`config.mk`:
```
export PLATFORM = sky130hd
export DESIGN_NAME = midi_rx
export DESIGN_NICKNAME = d
export VERILOG_FILES = /design/src/rtl/midi_rx.sv
export SDC_FILE = /design/constraint.sdc
export NUM_CORES = 1
export LEC_CHECK = 0
export CORE_MARGIN = 2
export CORE_UTILIZATION = 35
export CTS_CLUSTER_SIZE = 16
export DETAILED_ROUTE_END_ITERATION = 7
export PLACE_DENSITY = 0.48
export SETUP_SLACK_MARGIN = 0.02
export SKIP_LAST_GASP = 1
export SYNTH_ARGS = -nofsm -noshare
export SYNTH_HDL_FRONTEND = slang
export SYNTH_SLANG_ARGS = --single-unit
```
`constraint.sdc`:
```
create_clock -name clk -period 2.9 [get_ports clk]
set_input_delay 0.58 -clock clk [delete_from_list [all_inputs] [get_ports clk]]
set_output_delay 0.58 -clock clk [all_outputs]
set_load 0.02 [all_outputs]
```
`src/rtl/midi_rx.sv`:
```
// MIDI serial receiver: 2-flop synchronizer, 8N1 frame decoder, FWFT byte FIFO, activity LED stretcher.
// Optional build macro MIDI_RX_ACTIVE_SENSE_FILTER_EN drops correctly framed 0xFE (active sense) bytes.
module midi_rx #(
    parameter int unsigned CLKS_PER_BIT = 384,
    parameter int unsigned FIFO_DEPTH   = 4,
    parameter int unsigned ACT_TICKS    = 3
) (
    input  logic       clk,
    input  logic       rst,
    input  logic       inport,
    output logic [7:0] rxdata,
    output logic       rx_empty,
    input  logic       rx_rden,
    output logic       rx_overflow,
    output logic       framing_err,
    output logic       activity_in,
    input  logic       ledclk_en
);
    localparam int unsigned CW   = $clog2(CLKS_PER_BIT);
    localparam int unsigned HALF = CLKS_PER_BIT / 2;
    localparam int unsigned AW   = $clog2(FIFO_DEPTH);
    localparam int unsigned NW   = AW + 1;
    localparam int unsigned TW   = (ACT_TICKS < 1) ? 1 : $clog2(ACT_TICKS + 1);

    typedef enum logic [1:0] {IDLE, START, DATA, STOP} state_t;

    logic          sync1, sync2, fill1, fill2, armed;
    state_t        state, state_d;
    logic [CW-1:0] cnt, cnt_d;
    logic [2:0]    bit_idx, bit_d;
    logic [7:0]    shift, shift_d;
    logic          start_c, stop_good_c, stop_bad_c, keep_c;
    logic          push_c, pop_c, full_c, wr_c;
    logic [7:0]    mem [FIFO_DEPTH];
    logic [AW-1:0] wr_ptr, rd_ptr;
    logic [NW-1:0] count;
    logic [TW-1:0] act_cnt;

    // Synchronizer; fill flags mark when sync2 holds a real line sample rather than its reset value.
    // armed requires the line to be seen high in IDLE before a low can start a frame.
    always_ff @(posedge clk or posedge rst) begin
        if (rst) begin
            sync1 <= 1'b1;
            sync2 <= 1'b1;
            fill1 <= 1'b0;
            fill2 <= 1'b0;
            armed <= 1'b0;
        end else begin
            sync1 <= inport;
            sync2 <= sync1;
            fill1 <= 1'b1;
            fill2 <= fill1;
            if (start_c)
                armed <= 1'b0;
            else if (state == IDLE && fill2 && sync2)
                armed <= 1'b1;
        end
    end

    always_ff @(posedge clk or posedge rst) begin
        if (rst) begin
            state   <= IDLE;
            cnt     <= '0;
            bit_idx <= '0;
            shift   <= '0;
        end else begin
            state   <= state_d;
            cnt     <= cnt_d;
            bit_idx <= bit_d;
            shift   <= shift_d;
        end
    end

    always_comb begin
        state_d     = state;
        cnt_d       = cnt + CW'(1);
        bit_d       = bit_idx;
        shift_d     = shift;
        start_c     = 1'b0;
        stop_good_c = 1'b0;
        stop_bad_c  = 1'b0;
        case (state)
            IDLE: begin
                cnt_d = '0;
                bit_d = '0;
                if (armed && !sync2) begin
                    state_d = START;
                    start_c = 1'b1;
                end
            end
            START: begin
                if (cnt == CW'(HALF - 1)) begin
                    cnt_d   = '0;
                    state_d = sync2 ? IDLE : DATA;
                end
            end
            DATA: begin
                if (cnt == CW'(CLKS_PER_BIT - 1)) begin
                    cnt_d   = '0;
                    shift_d = {sync2, shift[7:1]};
                    bit_d   = bit_idx + 3'd1;
                    if (bit_idx == 3'd7)
                        state_d = STOP;
                end
            end
            STOP: begin
                if (cnt == CW'(CLKS_PER_BIT - 1)) begin
                    cnt_d       = '0;
                    state_d     = IDLE;
                    stop_good_c = sync2;
                    stop_bad_c  = !sync2;
                end
            end
            default: state_d = IDLE;
        endcase
    end

`ifdef MIDI_RX_ACTIVE_SENSE_FILTER_EN
    assign keep_c = (shift != 8'hFE);
`else
    assign keep_c = 1'b1;
`endif

    assign push_c = stop_good_c && keep_c;
    assign full_c = (count == NW'(FIFO_DEPTH));
    assign pop_c  = rx_rden && (count != '0);
    assign wr_c   = push_c && (!full_c || pop_c);

    // Storage needs no reset: rxdata is masked to zero while empty.
    always_ff @(posedge clk) begin
        if (wr_c)
            mem[wr_ptr] <= shift;
    end

    always_ff @(posedge clk or posedge rst) begin
        if (rst) begin
            wr_ptr      <= '0;
            rd_ptr      <= '0;
            count       <= '0;
            rx_overflow <= 1'b0;
            framing_err <= 1'b0;
        end else begin
            if (wr_c)
                wr_ptr <= wr_ptr + AW'(1);
            if (pop_c)
                rd_ptr <= rd_ptr + AW'(1);
            case ({wr_c, pop_c})
                2'b10:   count <= count + NW'(1);
                2'b01:   count <= count - NW'(1);
                default: count <= count;
            endcase
            rx_overflow <= push_c && full_c && !pop_c;
            framing_err <= stop_bad_c;
        end
    end

    assign rx_empty = (count == '0);
    assign rxdata   = rx_empty ? 8'h00 : mem[rd_ptr];

    // LED stretcher: each accepted byte reloads the tick budget.
    always_ff @(posedge clk or posedge rst) begin
        if (rst) begin
            act_cnt     <= '0;
            activity_in <= 1'b0;
        end else if (wr_c) begin
            act_cnt     <= TW'(ACT_TICKS);
            activity_in <= (ACT_TICKS != 0);
        end else if (ledclk_en && act_cnt != '0) begin
            act_cnt     <= act_cnt - TW'(1);
            activity_in <= (act_cnt != TW'(1));
        end
    end
endmodule
```
==> impl_metrics.yaml <==
global_routing:
  grt.overflow.total: 0
  grt_start_max_net_pins: 40
  grt_pass1_vias: 1840
  grt.total_usage_pct: 12.8
  first_pass_grt_wire_length_um: 9580
  number_of_antenna_violations_at_the_first_check_in_global_routing: 0
yosys:
  post_synth_num_cell_types: 51
  postSynthAreaPerCell_um2: 14.4
  number_of_enable_type_register_cells_in_the_synthesized_netlist: 32
  synthesis.nets: 234
  synthesis.yosys.warnings: 0
  ys_seq_area_share_pct: 61.5
  synth_cells: 219
  ys_dominant_reg_cell: "dfrtp_1"
  synth.cell_area_um2: 3150
  postSynthRegisterBits: 71
  synth_async_sr_flop_share_pct: 54.9
timing:
  final_skew_ns: 0.00696
  grt_setup_unrepaired: "false"
  top_achievable_clock_speed_mhz: 373
  timing.final.crit_share_pct: 92.4
  slew_violations: 0
  post-route-min-period_ns: 2.68
  setup_ws_ns: 0.221
  finalSetupViolations: 0
  final.setup.tns_ns: 0
  timing_hold_violations_final: 0
  max_slew_margin_pct: 66.2
  worstMarginPinSlew_ns: 0.506
clock_tree:
  post_cts_buffers: 0
  tritoncts_clock_tree: "built"
  h_tree_depth: 3
  clk_latency_worst_skew_pair_ns: 0.34
  clock_net_sink_count: 71
  cts.clk_slew.worst_paths_ns: 0.07
  holdBufCountCts: 0
  clockRootBuffer: "clkbuf_8"
  cts-resized-gates: 0
  cts_inserted_buffers: 9
  clk_path_buf_depth: 2
floorplan:
  die_width_um: 98.9
  design.core.area_um2: 8720
  die-height_um: 98.9
  placement_rows: 34
  dieArea_um2: 9780
  initial_utilization_pct: 36.1
  ios: 17
critical_path:
  crit_family: "buffers and inverters"
  worstSetupStartpointType: "flop"
  setup.worst_path.end_class: "output pin"
  delay_of_the_slowest_critical_path_stage_ns: 0.61
  worstPathBufferInverterCount: 2
  crit_path_cell_trace: "or2_2 > nor2_1 > buf_4 > clkdlybuf4s50_1"
  required_ns: 2.32
  worst_ep_arrival_time_ns: 2.10
  timing.critical_path.slowest_stage_cell: "clkdlybuf4s50_1"
  criticalPathCategory: "reg2out"
  path_max_fanout: 9
status:
  outcome: "finished, final reports clean"
power_and_ir_drop:
  pwr-share-clk_pct: 38.4
  finalPower_mw: 2.02
  switching_power_mw: 0.477
  net_switching_share_of_the_total_power_pct: 23.6
  seqPwrFrac_pct: 54.7
  power_internal_mw: 1.54
  vdd_ir_drop_max_uv: 229
  cellPowerDensity_nw_per_um2: 554
  share_comb_of_total_power_pct: 6.9
  p_leak_nw: 1.58
place:
  dpl_worst_slack_ns: 0.330
  final_weighted_congestion_in_routability_driven_placement: 0.714
  dpl.hpwl_um: 3670
  placed_area_um2: 3450
  placed_instances: 340
  number_of_buffer_cells_added_on_primary_ports: 16
route:
  drc_errors: 0
  drtAntennaViolNets: 0
  route.vias.total: 1760
  drt_pass1_iterations: 4
  avgRoutedWirePerCell_um: 15.3
  routed_wl_um: 5440
  detail_route.vias_per_cell: 4.94
  drt_first_iter_violations: 91
final_layout:
  syn2layout_area_growth_pct: 15.8
  post_route_cells_drive_above_1_share_pct: 21.4
  insertedDiodeCount: 0
  finish.instance_area_um2: 3650
  layout.cells.non_filler: 356
  fin_nets: 258
job:
  maxCapViolations: 0
worst_hold_path:
  min-delay-path-class: "reg2reg"
==> power by group through the flow <==
stage,logic [mW],registers [mW],clock network (mW)
2_1_floorplan,0.100,1.12,0
3_3_place_gp,0.145,1.13,0
3_5_place_dp,0.145,1.13,0
4_1_cts,0.145,1.10,0.805
5_1_grt,0.166,1.11,0.855
6_report,0.140,1.11,0.776
==> metrics by stage <==
step                hold WS [ns]  utilization, %
floorplan                  0.331               -
global placement           0.338            39.6
detailed placement         0.340            39.6
CTS                        0.358            41.8
global route               0.371            41.8
finish                     0.356            41.8
==> placed cells by master, fill, tap and decap left out, types with 2 or more instances in the layout <==
cell,Yosys,routed
xnor2_1,6,6
clkdlybuf4s50_1,0,16
xor2_1,6,6
nor2b_1,9,9
clkbuf_8,0,9
a41oi_1,2,2
clkinv_4,0,3
and3_1,5,5
nand2_1,5,5
nand3_1,7,7
mux2_2,10,10
mux2i_1,2,2
nor3_1,4,4
or2_2,2,2
nand2b_1,2,2
and2_1,4,4
nand4_2,2,2
edfxtp_1,32,32
ha_1,9,9
nor2_1,16,16
o21ai_0,2,2
dfstp_2,2,2
dfrtp_1,37,37
inv_1,7,7
a22o_1,3,3
o211ai_1,3,3
mux4_2,8,8
buf_4,1,7
==> area by class of cell <==
class                      instances  area, um^2
fill                             788        5070
inverter                           7        26.3
tap                              108         135
clock inverter                     6        70.1
timing repair buffer              23         213
multi-input combinational        131        1140
clock buffer                      10         128
sequential                        71        1940
==> registers in the layout, indices dropped and copies added, names as in the netlist, 2 cells and up, named ones only <==
signal   count
wr_ptr       2
act_cnt      2
count        3
shift        8
bit_idx      3
cnt          9
rd_ptr       2
mem         32
==> kinds of logic after synthesis <==
kind of cell	synth area share (%)
and+or+nand+nor	12.4
adders and majority gates	4.21
muxes	9.92
AOI/OAI and AO/OA	6.11
DFF	61.5
buffers and inverters	2.38
xor gates and xnor gates	3.33
other	0.119
==> worst paths after layout <==
kind                           from       end  slack, ns  depth (start not counted)
max                        count[1]  rx_empty       0.22                          4
min                           fill1     fill2       0.36                          0
max reg2reg                  cnt[0]  count[2]       0.69                          8
min reg2reg                   fill1     fill2       0.36                          0
max in group asynchronous       rst     sync2       1.86                          3
min in group asynchronous       rst  shift[4]       0.67                          3
==> cell usage after synthesis, drive strengths merged, types with 2 or more instances <==
master	n	area, um^2
nand4	3	31.3
nand2	6	25.0
nor2	16	60.1
nor2b	9	56.3
or2	2	12.5
mux4	8	180
ha	9	113
mux2	10	113
nand3	7	35.0
dfrtp	37	926
and2	4	25.0
inv	7	26.3
nor3	5	36.3
dfstp	2	52.6
xnor2	6	52.6
edfxtp	32	961
o21ai	2	10.0
clkbuf	3	11.3
a21oi	2	13.8
and3	5	31.3
xor2	6	52.6
nand2b	2	12.5
a22o	3	26.3
mux2i	2	20.0
o221a	2	22.5
buf	7	37.5
a41oi	2	17.5
o211ai	3	22.5
==> per-layer routing <==
layer	vias to the layer above	GRT usage (%)	wire length [um]
met5	-	0	0
met2	23	20.1	2640
met1	869	17.0	2550
met4	0	6.01	117
li1	856	-	-
met3	12	3.05	134
Power figures use the tool's default switching activity.
